$ cat src/rtl/bg_mosaic_sampler.sv
// Applies mosaic strobes to the per-BG pixel streams and produces the
// block-aligned fetch line for each BG tile fetcher.
module bg_mosaic_sampler #(
    parameter int NUM_BG = 4,
    parameter int PIX_W  = 12,
    parameter int Y_W    = 9
) (
    input  logic                    clk,
    input  logic                    reset,
    input  logic                    dot_en,
    input  logic                    newline,
    input  logic                    period_start,
    input  logic                    pixel_strobe,
    input  logic [3:0]              yofs_subtract,
    input  logic [NUM_BG-1:0]       mosaic_en_reg,
    input  logic [Y_W-1:0]          vpos,
    input  logic [NUM_BG*PIX_W-1:0] pix_in,
    output logic [NUM_BG*PIX_W-1:0] pix_out,
    output logic [NUM_BG*Y_W-1:0]   fetch_y,
    output logic [NUM_BG-1:0]       en_line,
    output logic                    y_underflow
);

    logic [NUM_BG-1:0]       en_line_q, en_line_d;
    logic [NUM_BG*PIX_W-1:0] hold_q, hold_d;
    logic                    y_underflow_q, y_underflow_d;

    // One shared subtraction: every enabled BG uses the same row offset.
    logic [Y_W:0] yofs_ext;
    logic [Y_W:0] y_diff;
    logic         y_borrow;

    assign yofs_ext = {{(Y_W + 1 - 4){1'b0}}, yofs_subtract};
    assign y_diff   = {1'b0, vpos} - yofs_ext;
    assign y_borrow = y_diff[Y_W];

    always_comb begin
        en_line_d     = en_line_q;
        y_underflow_d = y_underflow_q;
        if (dot_en) begin
            if (newline) begin
                en_line_d = mosaic_en_reg;
            end
            if (y_borrow && (|en_line_q)) begin
                y_underflow_d = 1'b1;
            end
        end
    end

    generate
        for (genvar gi = 0; gi < NUM_BG; gi++) begin : g_bg
            // Disabled BGs reload every dot, giving the same 1-dot latency.
            always_comb begin
                hold_d[gi*PIX_W +: PIX_W] = hold_q[gi*PIX_W +: PIX_W];
                if (dot_en && (pixel_strobe || period_start || !en_line_q[gi])) begin
                    hold_d[gi*PIX_W +: PIX_W] = pix_in[gi*PIX_W +: PIX_W];
                end
            end

            always_comb begin
                fetch_y[gi*Y_W +: Y_W] = vpos;
                if (en_line_q[gi]) begin
                    fetch_y[gi*Y_W +: Y_W] = y_borrow ? '0 : y_diff[Y_W-1:0];
                end
            end
        end
    endgenerate

    always_ff @(posedge clk) begin
        if (reset) begin
            en_line_q     <= '0;
            hold_q        <= '0;
            y_underflow_q <= 1'b0;
        end else begin
            en_line_q     <= en_line_d;
            hold_q        <= hold_d;
            y_underflow_q <= y_underflow_d;
        end
    end

    assign pix_out     = hold_q;
    assign en_line     = en_line_q;
    assign y_underflow = y_underflow_q;

endmodule
$ cat config.mk
export PLATFORM = sky130hd
export DESIGN_NAME = bg_mosaic_sampler
export DESIGN_NICKNAME = d
export VERILOG_FILES = /design/src/rtl/bg_mosaic_sampler.sv
export SDC_FILE = /design/constraint.sdc
export NUM_CORES = 1
export LEC_CHECK = 0
export ABC_AREA = 1
export CAP_MARGIN = 10
export CORE_MARGIN = 10
export CORE_UTILIZATION = 35
export CTS_BUF_LIST = sky130_fd_sc_hd__clkbuf_8
export DETAILED_ROUTE_END_ITERATION = 16
export PLACE_DENSITY = 0.85
export SKIP_CTS_REPAIR_TIMING = 1
export SYNTH_ARGS = -nofsm -noshare
export SYNTH_HDL_FRONTEND = slang
export SYNTH_SLANG_ARGS = --single-unit
$ cat constraint.sdc
create_clock -name clk -period 2.9 [get_ports clk]
set_input_delay 0.87 -clock clk [delete_from_list [all_inputs] [get_ports clk]]
set_output_delay 0.87 -clock clk [all_outputs]
set_load 0.02 [all_outputs]
==> results of run 1 <==
-- power by group through the flow --
stage	combinational (mW)	clock [mW]	sequential, mW
floorplan	0.319	0	0.861
global placement	0.740	0	0.805
detailed placement	0.758	0	0.808
CTS	0.760	0.410	0.791
global route	0.877	0.442	0.796
finish	0.821	0.393	0.791
-- per-stage QoR --
| step | setup TNS, ns | instance area, um^2 |
|---|---|---|
| floorplan | -1.08 | 2830 |
| global placement | -40.46 | 4720 |
| detailed placement | -42.26 | 4720 |
| CTS | -42.52 | 4800 |
| global route | -14.41 | 5050 |
| finish | -12.14 | 5050 |
-- worst paths after layout --
path | endpoint | cells after the start | slack [ns] | startpoint
setup / recovery | fetch_y[35] | 14 | -0.57 | vpos[0]
hold / removal | pix_out[28]$_SDFFE_PP0P_ | 2 | 0.47 | pix_out[28]$_SDFFE_PP0P_
setup reg to reg | y_underflow$_SDFFE_PP0P_ | 5 | 1.45 | en_line[1]$_SDFFE_PP0P_
hold reg to reg | pix_out[28]$_SDFFE_PP0P_ | 2 | 0.47 | pix_out[28]$_SDFFE_PP0P_
-- worst reg2reg max path, delay by kind of cell (launching register included) --
kind	cells	cell delay (ns)
buf+inv	2	0.71
compound gates	1	0.07
simple gates	2	0.22
flops	1	0.32
-- metal layers --
layer	vias up	routed length, um	GRT usage, %
li1	1640	-	-
met2	121	6040	33.4
met3	10	882	5.27
met4	0	175	4.35
met5	-	0	0
met1	1555	3940	17.8
-- Yosys cell counts --
cell type / instances
a211oi_1: 4
a21oi_1: 50
a21oi_2: 1
buf_2: 4
buf_4: 4
buf_6: 1
clkbuf_1: 10
dfxtp_1: 53
fa_1: 1
ha_1: 4
inv_1: 22
inv_2: 1
nand2_1: 178
nand2_2: 4
nand2_4: 1
nand2_8: 1
nand3_1: 6
nand3_2: 3
nand4_1: 7
nor2_1: 8
nor2_2: 2
nor2_4: 3
o21ai_0: 12
o21ai_1: 12
o21bai_1: 1
xor2_1: 1
-- state kept, by name, summed over array words and instances (netlist names) --
name	cells
y_underflow	1
en_line	4
pix_out	48
-- cell type report --
cell class	count	area [um^2]	area share, %
sequential	53	1060	21.0
clock inverter	3	13.8	0.272
timing repair buffer	201	1960	38.9
inverter	23	101	2.01
clock buffer	5	68.8	1.36
tap	99	124	2.45
multi-input combinational	299	1720	34.0
-- cell families (layout without fill, tap and decap cells) --
| logic type | Yosys count | count (layout) | share of synthesized area, % |
|---|---|---|---|
| fa+ha+maj | 5 | 5 | 2.65 |
| xor+xnor | 1 | 1 | 0.331 |
| flops | 53 | 53 | 40.1 |
| simple gates | 213 | 213 | 34.2 |
| buf+inv | 42 | 232 | 7.00 |
| compound gates | 80 | 80 | 15.7 |
==> summary.txt, run 1 <==
STA
  • Setup violators final: 36
  • Minimum clock period after layout: 3.47 ns
  • RSZ-0062 raised after global routing: true
  • Final setup margin: -0.567 ns
  • Slew Limit Fails: 0
  • Worst Tran Pin Value: 0.695 ns
  • Final hold vios: 0
  • Final period util: 120%
  • Worst hold slack: 0.465 ns
  • Fmax: 0.288 GHz
  • Skew final: 0.00702 ns
  • Worst relative slew slack: 53.6%

Synthesis
  • Unique masters post-synth: 26
  • Cell taking the most area after synthesis: dfxtp_1
  • Ys Warns: 0
  • Syn_nets: 470
  • Mapped Cells: 394
  • Synth area leaders: dfxtp_1 40%, nand2_1 25%, a21oi_1 9.5%
  • Top-area cell type share of the netlist area: 40.1%
  • Post-Syn Area: 2650 um^2
  • Register area share after synthesis: 40.1%
  • Syn_area_per_cell: 6.72 um^2
  • Yosys reg bits: 53

Route
  • Vias per Instance: 4.87
  • DR WL/cell: 16.2 um
  • Drt first pass iters: 4
  • Initial DRC Count: 153
  • Detail Route Antenna Nets: 0
  • WL final: 11.0 mm
  • DRC: 0
  • Via Count: 3,326

Power and ir drop
  • Static Leak: 2.24 nW
  • Pwr dens: 397 nW/um^2
  • Worst IR Drop VDD: 0.000259 V
  • Final Total Pwr: 2.00 mW
  • Clock share of power: 19.6%
  • Internal: 1.32 mW
  • Sw Ratio: 34.0%
  • Net Sw Power: 0.682 mW
  • Register share of total power: 39.5%
  • Comb power frac: 41.0%

Clock tree
  • Root buffer cell: clkbuf_8
  • Clk_lat worst skew: 0.29 ns
  • CTS tree: built
  • Clock Sinks: 53
  • CTS clk-pin slew, worst paths: 0.09 ns
  • TritonCTS Buffers: 5
  • H-tree depth: 2
  • Clock Path Buffers: 2

Die
  • Starting Density: 36.3%
  • Core area: 7290 um^2
  • Die height: 107 um
  • Io pins: 160
  • Die W: 107 um
  • Die area: 11,400 um^2
  • FP Rows: 31

Final layout
  • Fin nets: 659
  • Share of layout cells above drive strength 1: 28.9%
  • Most frequent cells in the layout: 154 x nand2_1, 110 x clkdlybuf4s50_1, 53 x dfxtp_1, 49 x a21oi_1, 45 x buf_4
  • Commonest non-fill, non-tap cell in the layout: nand2_1
  • Number of fill cells: 590
  • Area growth syn-to-layout: 91.0%
  • # diodes: 0
  • Final core occ: 69.3%
  • Fin cells: 683

Worst setup path
  • Most used cell, CP: buf_6
  • CP Buf/Inv Count: 6
  • WS Path Type: input port to primary output
  • Worst path cell trace: buf_6 > buf_6 > inv_12 > ha_4 > inv_4 > fa_2 > inv_2 > nor2_4 > nor2_4 > nand2_2 > nand2_2 > nand3_4 > o21ai_4 > buf_6
  • Critical Path RT: 2.03 ns
  • CP top delay family: adder cells
  • Crit end category: primary output
  • Crit path arrival time: 2.60 ns
  • Slowest cell on crit path: fa_2
  • Setup crit start kind: input port
  • CP max stage delay: 0.40 ns
  • Crit Path Max Fanout: 5

Placed design
  • Post-Place Setup Slack: -1.39 ns
  • Port Buf Inserts: 159
  • GPL Wtd Cong: 0.863
  • Dpl hpwl: 8.60 mm
  • Placed cell count: 670

Global route
  • Initial antenna violation count: 0
  • Vias in the first global route: 3,267
  • Global Route Usage Sum: 17.4%
  • Gr ovfl total: 0
  • Largest net degree at the start of global routing: 30
  • First-pass GRT wire length: 16.5 mm

Run
  • Max-Cap Viols: 0

Run status
  • Failing checks: negative setup slack
  • Status: complete, but fails checks

Worst hold path
  • Hold Crit Class: register to register
(Power assumes the default switching activity.)
==> run 2: changes to the inputs <==
--- a/config.mk
+++ b/config.mk
@@ -11,7 +11,7 @@
 export CORE_UTILIZATION = 35
 export CTS_BUF_LIST = sky130_fd_sc_hd__clkbuf_8
 export DETAILED_ROUTE_END_ITERATION = 16
-export PLACE_DENSITY = 0.85
+export PLACE_DENSITY = 0.82
 export SKIP_CTS_REPAIR_TIMING = 1
 export SYNTH_ARGS = -nofsm -noshare
 export SYNTH_HDL_FRONTEND = slang
==> run 2 against run 1 <==
The run still ends with negative setup slack left; combinational power grew 2%; final cell count is 0.15% lower; design area increased by 2.0%; first-iteration DRC count shrank 16%; non-clock buffer count down 2; sequential share of layout area is 0.42 points lower; largest power group unchanged; maximum frequency decreased by 0.22%; register-to-register slack got worse by 0.08 ns; global-route usage about the same; critical path depth is the same; critical path type unchanged.
==> summary.txt, run 2 (same netlist as run 1, synthesis figures left out) <==
Run status
  • Status: complete, but fails checks
  • Failing checks: negative setup slack

Run
  • Max-Cap Viols: 0

Clock tree
  • Clk_lat worst skew: 0.29 ns
  • TritonCTS Buffers: 5
  • Clock Sinks: 53
  • CTS clk-pin slew, worst paths: 0.08 ns
  • Clock Path Buffers: 2
  • Root buffer cell: clkbuf_8
  • CTS tree: built
  • H-tree depth: 2

STA
  • Minimum clock period after layout: 3.47 ns
  • RSZ-0062 raised after global routing: true
  • Skew final: 0.00773 ns
  • Final hold vios: 0
  • Fmax: 0.288 GHz
  • Final setup margin: -0.574 ns
  • Worst relative slew slack: 54.0%
  • Worst Tran Pin Value: 0.689 ns
  • Final period util: 120%
  • Setup violators final: 36
  • Slew Limit Fails: 0

Route
  • DR WL/cell: 16.7 um
  • DR WL met2: 6.08 mm
  • DRC: 0
  • Detail Route Antenna Nets: 0
  • Initial DRC Count: 129
  • WL final: 11.4 mm
  • Via Count: 3,331
  • Wire length on met3: 911 um
  • Highest metal layer with signal wires: met4
  • Drt first pass iters: 4
  • Met1 wire length: 4.15 mm
  • Vias per Instance: 4.88

Placed design
  • GPL Wtd Cong: 0.839
  • DP Area: 4710 um^2
  • Port Buf Inserts: 159
  • Dpl hpwl: 8.70 mm
  • Placed cell count: 668

Worst hold path
  • Hold Crit Start: pix_out[18]$_SDFFE_PP0P_
  • Hold Path End: pix_out[18]$_SDFFE_PP0P_
  • Hold Crit Class: register to register
  • Hold Crit Depth: 2

Worst setup path
  • Worst R2R Start: en_line[1]$_SDFFE_PP0P_
  • R2R Setup Slk: 1.37 ns
  • RR Endpoint: y_underflow$_SDFFE_PP0P_
  • Crit path arrival time: 2.60 ns
  • Crit Path Max Fanout: 5
  • WS Path Type: input port to primary output
  • Critical Path RT: 2.03 ns
  • Crit end category: primary output
  • Worst reg2reg path depth: 5
  • Setup crit start kind: input port

Final layout
  • Number of fill cells: 612
  • Multi-input gate area: 1790 um^2
  • # diodes: 0
  • Register area: 1060 um^2
  • Share of layout cells above drive strength 1: 29.8%
  • Fin cells: 682
  • Max FFs per register: 48
  • Fin nets: 658
  • Area growth syn-to-layout: 94.8%
  • Most frequent cells in the layout: 156 x nand2_1, 109 x clkdlybuf4s50_1, 53 x dfxtp_1, 49 x a21oi_1, 40 x buf_6
  • Commonest non-fill, non-tap cell in the layout: nand2_1
  • Final core occ: 70.7%
  • Final instance area: 5160 um^2

Die
  • Die height: 107 um
  • Die area: 11,400 um^2
  • Die W: 107 um
  • Starting Density: 36.3%
  • Core area: 7290 um^2
  • FP Rows: 31
  • Io pins: 160

Global route
  • Global Route Usage Sum: 17.4%
  • First-pass GRT wire length: 16.3 mm
  • Initial antenna violation count: 0
  • Gr ovfl total: 0
  • Largest net degree at the start of global routing: 27
  • Vias in the first global route: 3,183

Power and ir drop
  • Comb power frac: 39.3%
  • Sw Ratio: 32.5%
  • Pwr dens: 415 nW/um^2
  • Clock share of power: 23.6%
  • Worst IR Drop VDD: 0.000286 V
  • Static Leak: 2.24 nW
  • Net Sw Power: 0.695 mW
  • Internal: 1.44 mW
  • Register share of total power: 37.1%
[run 2: cell types whose count changed in the layout (fill, tap and decap cells not counted), moves of 3 or more]
cell,previous run,this run
buf_4,45,37
buf_6,34,40
nand2_2,26,22
clkbuf_2,0,3
dlymetal6s2s_1,11,8
[run 2: worst max-delay path, stage by stage]
cell and delay, ns:
buf_6 0.09, buf_6 0.12, inv_12 0.04, ha_4 0.12
inv_4 0.04, fa_2 0.40, inv_2 0.08, nor2_4 0.05
nor2_4 0.13, nand2_1 0.09, nand2_2 0.08, nand3_4 0.15
o21ai_4 0.20, buf_6 0.14
[run 2: cell type report]
type	instances	area share (%)
well taps	99	2.40
clock buffers	6	1.60
flip-flops and latches	53	20.6
repair buffers	199	38.0
clock inverters	2	0.655
inverters	23	1.97
multi-input cells	300	34.8
[run 2: power by group through the flow]
stage,sequential (mW),combinational (mW),clock [mW]
after CTS,0.794,0.755,0.522
after global placement,0.807,0.739,0
after floorplan,0.861,0.319,0
after detailed placement,0.811,0.753,0
after global routing,0.800,0.894,0.552
final,0.794,0.840,0.504
[run 2: layer usage]
| metal | vias up | GRT usage (%) |
|---|---|---|
| li1 | 1644 | - |
| met1 | 1560 | 18.7 |
| met2 | 109 | 32.0 |
| met3 | 18 | 5.39 |
| met4 | 0 | 4.26 |
| met5 | - | 0 |
[run 2: metrics by stage]
stage / TNS, ns / setup slack [ns] / total power [mW] / hold slack, ns
after floorplan: -1.08 / -0.139 / 1.18 / 0.526
after global placement: -41.11 / -1.34 / 1.55 / 0.437
after detailed placement: -42.06 / -1.36 / 1.56 / 0.453
after CTS: -42.17 / -1.37 / 2.07 / 0.467
after global routing: -12.89 / -0.675 / 2.25 / 0.490
final: -10.29 / -0.574 / 2.14 / 0.466
[run 2: worst max path at each step]
| stage | start | end | slack [ns] |
|---|---|---|---|
| 3_3_place_gp | vpos[0] | fetch_y[17] | -1.34 |
| 4_1_cts | vpos[0] | fetch_y[26] | -1.37 |
| 5_1_grt | vpos[0] | fetch_y[13] | -0.68 |
| 2_1_floorplan | vpos[0] | fetch_y[17] | -0.14 |
| 6_report | vpos[0] | fetch_y[26] | -0.57 |
| 3_5_place_dp | vpos[0] | fetch_y[26] | -1.36 |
